$ cat config.mk
export PLATFORM = sky130hd
export DESIGN_NAME = seg7_scan_mux
export DESIGN_NICKNAME = d
export VERILOG_FILES = /design/src/rtl/seg7_scan_mux.sv
export SDC_FILE = /design/constraint.sdc
export NUM_CORES = 1
export LEC_CHECK = 0
export ABC_AREA = 1
export CAP_MARGIN = 15
export CORE_UTILIZATION = 40
export CTS_CLUSTER_DIAMETER = 30
export DETAILED_ROUTE_END_ITERATION = 8
export PLACE_DENSITY_LB_ADDON = 0.08
export SYNTH_ARGS = -nofsm -noshare
export SYNTH_HDL_FRONTEND = slang
export SYNTH_SLANG_ARGS = --single-unit
$ cat constraint.sdc
create_clock -name clk -period 2.2 [get_ports clk]
set_clock_uncertainty 0.2 [all_clocks]
set_input_delay 0.44 -clock clk [delete_from_list [all_inputs] [get_ports clk]]
set_output_delay 0.44 -clock clk [all_outputs]
set_load 0.02 [all_outputs]
$ cat src/rtl/seg7_scan_mux.sv
// Time-multiplexed driver for common-anode 7-segment digits on a shared segment bus.
// A shadow register holds the displayed data; outputs are registered one clk behind the scan index.
module seg7_scan_mux #(
    parameter int NUM_DIGITS   = 4,
    parameter int SCAN_DIV     = 50000,
    parameter int BLINK_FRAMES = 32
) (
    input  logic                      clk,
    input  logic                      rst_n,
    input  logic                      en,
    input  logic                      load,
    input  logic [4*NUM_DIGITS-1:0]   num,
    input  logic [NUM_DIGITS-1:0]     dp_in,
    input  logic [NUM_DIGITS-1:0]     digit_en,
    input  logic [NUM_DIGITS-1:0]     blink_mask,
    input  logic                      lzb_en,
    output logic [6:0]                seg7,
    output logic                      dpt,
    output logic [NUM_DIGITS-1:0]     digit_sel,
    output logic                      frame_tick
);

    localparam int PW = $clog2(SCAN_DIV);
    localparam int IW = $clog2(NUM_DIGITS);
    localparam int BW = (BLINK_FRAMES > 1) ? $clog2(BLINK_FRAMES) : 1;

    logic [PW-1:0]           presc_q;
    logic [IW-1:0]           idx_q;
    logic [BW-1:0]           bcnt_q;
    logic                    phase_q;
    logic                    ftick_q;
    logic [4*NUM_DIGITS-1:0] num_q;
    logic [NUM_DIGITS-1:0]   dp_q;
    logic [NUM_DIGITS-1:0]   den_q;
    logic [NUM_DIGITS-1:0]   bm_q;
    logic [6:0]              seg_q, seg_d;
    logic                    dpt_q, dpt_d;
    logic [NUM_DIGITS-1:0]   sel_q, sel_d;

    logic                    adv;
    logic                    last;
    logic                    wrap;
    logic [3:0]              nib [NUM_DIGITS];
    logic [NUM_DIGITS-1:0]   lzb_blank;
    logic                    zero_run;

    function automatic logic [6:0] hex_to_seg(input logic [3:0] v);
        case (v)
            4'h0: return 7'h40;
            4'h1: return 7'h79;
            4'h2: return 7'h24;
            4'h3: return 7'h30;
            4'h4: return 7'h19;
            4'h5: return 7'h12;
            4'h6: return 7'h02;
            4'h7: return 7'h78;
            4'h8: return 7'h00;
            4'h9: return 7'h10;
            4'hA: return 7'h08;
            4'hB: return 7'h03;
            4'hC: return 7'h46;
            4'hD: return 7'h21;
            4'hE: return 7'h06;
            default: return 7'h0E;
        endcase
    endfunction

    assign adv  = en && (presc_q == PW'(SCAN_DIV - 1));
    assign last = (idx_q == IW'(NUM_DIGITS - 1));
    assign wrap = adv && last;

    // Leading-zero run scanned from the most significant digit down; any lit dp,
    // disabled digit or non-zero nibble ends the run. Digit 0 always shows.
    always_comb begin
        zero_run  = 1'b1;
        lzb_blank = '0;
        for (int i = NUM_DIGITS - 1; i >= 0; i--) begin
            nib[i]   = num_q[4*i +: 4];
            zero_run = zero_run && (nib[i] == 4'h0) && den_q[i] && !dp_q[i];
            lzb_blank[i] = lzb_en && zero_run && (i != 0);
        end
    end

    always_comb begin
        seg_d = 7'h7F;
        dpt_d = 1'b1;
        sel_d = '1;
        if (en) begin
            sel_d[idx_q] = 1'b0;
            if (den_q[idx_q] && !(bm_q[idx_q] && phase_q)) begin
                dpt_d = ~dp_q[idx_q];
                if (!lzb_blank[idx_q]) begin
                    seg_d = hex_to_seg(nib[idx_q]);
                end
            end
        end
    end

    always_ff @(posedge clk or negedge rst_n) begin
        if (!rst_n) begin
            presc_q <= '0;
            idx_q   <= '0;
            bcnt_q  <= '0;
            phase_q <= 1'b0;
            ftick_q <= 1'b0;
            num_q   <= '0;
            dp_q    <= '0;
            den_q   <= '0;
            bm_q    <= '0;
            seg_q   <= 7'h7F;
            dpt_q   <= 1'b1;
            sel_q   <= '1;
        end else begin
            if (load) begin
                num_q <= num;
                dp_q  <= dp_in;
                den_q <= digit_en;
                bm_q  <= blink_mask;
            end
            if (en) begin
                presc_q <= adv ? '0 : presc_q + PW'(1);
                if (adv) begin
                    idx_q <= last ? '0 : idx_q + IW'(1);
                end
            end
            ftick_q <= wrap;
            // Blink phase advances on the same edge that raises frame_tick.
            if (wrap) begin
                if (bcnt_q == BW'(BLINK_FRAMES - 1)) begin
                    bcnt_q  <= '0;
                    phase_q <= ~phase_q;
                end else begin
                    bcnt_q <= bcnt_q + BW'(1);
                end
            end
            seg_q <= seg_d;
            dpt_q <= dpt_d;
            sel_q <= sel_d;
        end
    end

    assign seg7       = seg_q;
    assign dpt        = dpt_q;
    assign digit_sel  = sel_q;
    assign frame_tick = ftick_q;

endmodule

==> flow_metrics.tcl <==
set metrics [dict create \
    status "finished, violations left" \
    failed_checks "DRC" \
    antenna_left 0 \
    leakage_uw 0.00212 \
    slowest_delay_ns 0.59 \
    fmaxAchievable_mhz 479 \
    powerDensity_nw_per_um2 727 \
    hp-class "flip-flop to flip-flop" \
    regArea_sq_um 1640 \
    critPathLaunch "digit_sel[2]" \
    async_reset_ff_share_pct 100 \
    r2r-start "idx_q[0]" \
    hold_start "bcnt_q[4]" \
    min_period_ns 2.09 \
    path_class "flip-flop to primary output" \
    finalSetupViolCount 0 \
    slowest_stage "clkdlybuf4s50_1" \
    clkTransAtPathRegs_ns 0.07 \
    die_w_um 96.2 \
    portBuffers 45 \
    slew_viol_final 0 \
    ys_seq_area_share_pct 46.2 \
    start_kind "flip-flop" \
    fin_ws_ns 0.113 \
    hold_viol 0 \
    diodes 0 \
    grt_pass1_vias 2943 \
    cp.required_ns 1.56 \
    firstDrtPassIters 6 \
    grt_max_degree 48 \
    ys_ff_latch 65 \
    drtIter0Drc 77 \
    dr_wl_met3_um 213 \
    final_nets 549 \
    dr.max_layer_used "met4" \
    crit_path_end_kind "primary output" \
    avgRoutedWirePerCell_um 12.5 \
    die_h_um 96.2 \
    grt_antenna_before_repair 0 \
    final_area_sq_um 4360 \
    rsz0062_at_grt "no" \
    path_buf_inv 1 \
    wl_mm 7.68 \
    die_area_sq_um 9260 \
    arrival_ns 1.45 \
    detailed_place.area_sq_um 4150 \
    max-vdd-ir-drop_uv 318 \
    tightest_slew_ns 0.455 \
    drv_cap 0 \
    io_pins 46 \
    total_power_uw 3170 \
    fin_tns_setup_ns 0 \
    cts_buffers 9 \
    start_util_pct 40.9 \
    num_rows 34 \
    cts_max_level 3 \
    num_vias 2950 \
    wirelength_met1_mm 3.63 \
    grt_pass1_wl_mm 13.2 \
    syn_nets 493 \
    place.detailed.hpwl_mm 5.78 \
    synth_enable_flop_cells 0 \
    synth-main-ff-cell "dfrtp_1" \
    routabilityCongestion 0.865 \
    pre_cts_slack_ns 0.112 \
    drive_above_1_share_pct 14.4 \
    fillers 850 \
    wl_met2_mm 3.70 \
    path_delay_family "buffers and inverters" \
    viasPerCell 4.79 \
    area_delta_synth_final_pct 22.7 \
    cts_tree "built" \
    cts-root-buf "clkbuf_8" \
    clockBufferDepth 2 \
    overflow 0 \
    post-route-drc-count 1 \
    cp_max_fo 1 \
    syn_area_per_cell_sq_um 7.95 \
    grtUsageTotal_pct 18.8 \
    coreArea_sq_um 8680 \
    synth_cell_types 31 \
    ys_warn_count 0 \
    cts_sinks 65 \
    max_slew_margin_pct 69.7 \
    syn_area_sq_um 3550 \
    multiInputGateArea_sq_um 1620 \
    finalCritPeriodShare_pct 94.9 \
    post_cts_resized 0 \
    netlist_instances 447 \
    path_cells "clkdlybuf4s50_1" \
    clkLatencyLatePin_ns 0.33 \
]
## through the flow
| step | util (%) | std cells | hold WS (ns) |
|---|---|---|---|
| after floorplan | - | 447 | -0.0556 |
| after global placement | 47.8 | 599 | 0.218 |
| after detailed placement | 47.8 | 599 | 0.223 |
| after CTS | 50.2 | 616 | 0.319 |
| after global routing | 50.2 | 616 | 0.340 |
| final | 50.2 | 616 | 0.311 |
## cell families after synthesis
logic type,count (synthesis),share of synthesized area [%]
AND/OR/NAND/NOR,249,30.7
buffers and inverters,66,8.21
flip-flops,65,46.2
AO/OA/AOI/OAI,39,5.74
adder cells (fa/ha/maj),13,4.58
multiplexers,12,3.80
XOR/XNOR,3,0.740
## worst paths after layout
| kind | endpoint | slack, ns | cells past startpoint |
|---|---|---|---|
| worst max-delay path | digit_sel[2] | 0.11 | 1 |
| worst min-delay path | bcnt_q[4] | 0.31 | 2 |
| worst max register to register | seg7[3] | 0.18 | 9 |
| worst min register to register | bcnt_q[4] | 0.31 | 2 |
| max in group asynchronous | seg7[4] | 0.75 | 3 |
| min in group asynchronous | presc_q[14] | 0.38 | 2 |
## metal layers
layer | vias up | global-route usage, %
met5 | - | 0
met1 | 1357 | 23.6
met4 | 0 | 8.21
li1 | 1529 | -
met2 | 51 | 31.9
met3 | 13 | 3.08
## cells in the final DEF (no fill, tap or decap), drive strengths merged, types with 10 or more instances in the layout
cell type      instances
clkbuf                13
nand2                150
nand3                 39
dfrtp                 53
buf                   10
ha                    13
mux2                  12
nor2                  43
clkdlybuf4s50         44
dfstp                 12
inv                   56
o21ai                 27
## report_power, final
| part | switching (uW) | internal, uW |
|---|---|---|
| Sequential | 144 | 1350 |
| Clock | 456 | 583 |
| Combinational | 371 | 269 |
## cells in the mapped netlist (3+ instances only)
cell type	count	area (sq um)
nand2_1	142	533
dfrtp_1	53	1330
inv_1	51	191
nor2_1	37	139
nand3_1	35	175
o21ai_0	27	135
ha_1	13	163
dfstp_2	12	315
mux2_2	12	135
a21oi_1	8	40.0
nand2_2	8	50.1
nand4_1	7	43.8
nor3_1	6	30.0
inv_2	4	15.0
nand3_2	4	40.0
buf_2	3	15.0
nor2_2	3	18.8
nor2_4	3	33.8
xor2_1	3	26.3
## final cells by class
type / instances / area share, %
Timing Repair Buffer: 55 / 12.6
Sequential cell: 65 / 37.7
Tap cell: 108 / 3.10
Inverter: 56 / 4.94
Clock inverter: 3 / 0.919
Multi-Input combinational cell: 316 / 37.2
Clock buffer: 13 / 3.65
## state kept, by name (all words and copies together), names as in the netlist
name        flops
num_q          16
presc_q        16
seg7            7
bcnt_q          5
bm_q            4
den_q           4
digit_sel       4
dp_q            4
idx_q           2
dpt             1
frame_tick      1
phase_q         1
## tightest hold or removal path: stages, from the launching register on
cell	delay [ns]
dfrtp_1	0.36
nand2_1	0.06
nand2_1	0.06
## timing repair
item                                    CTS  global route
hold endpoints to repair                 15             0
hold buffers                              1             0
buffers inserted                          0             0
endpoints found under the setup margin    0             0
(Power assumes the default switching activity.)
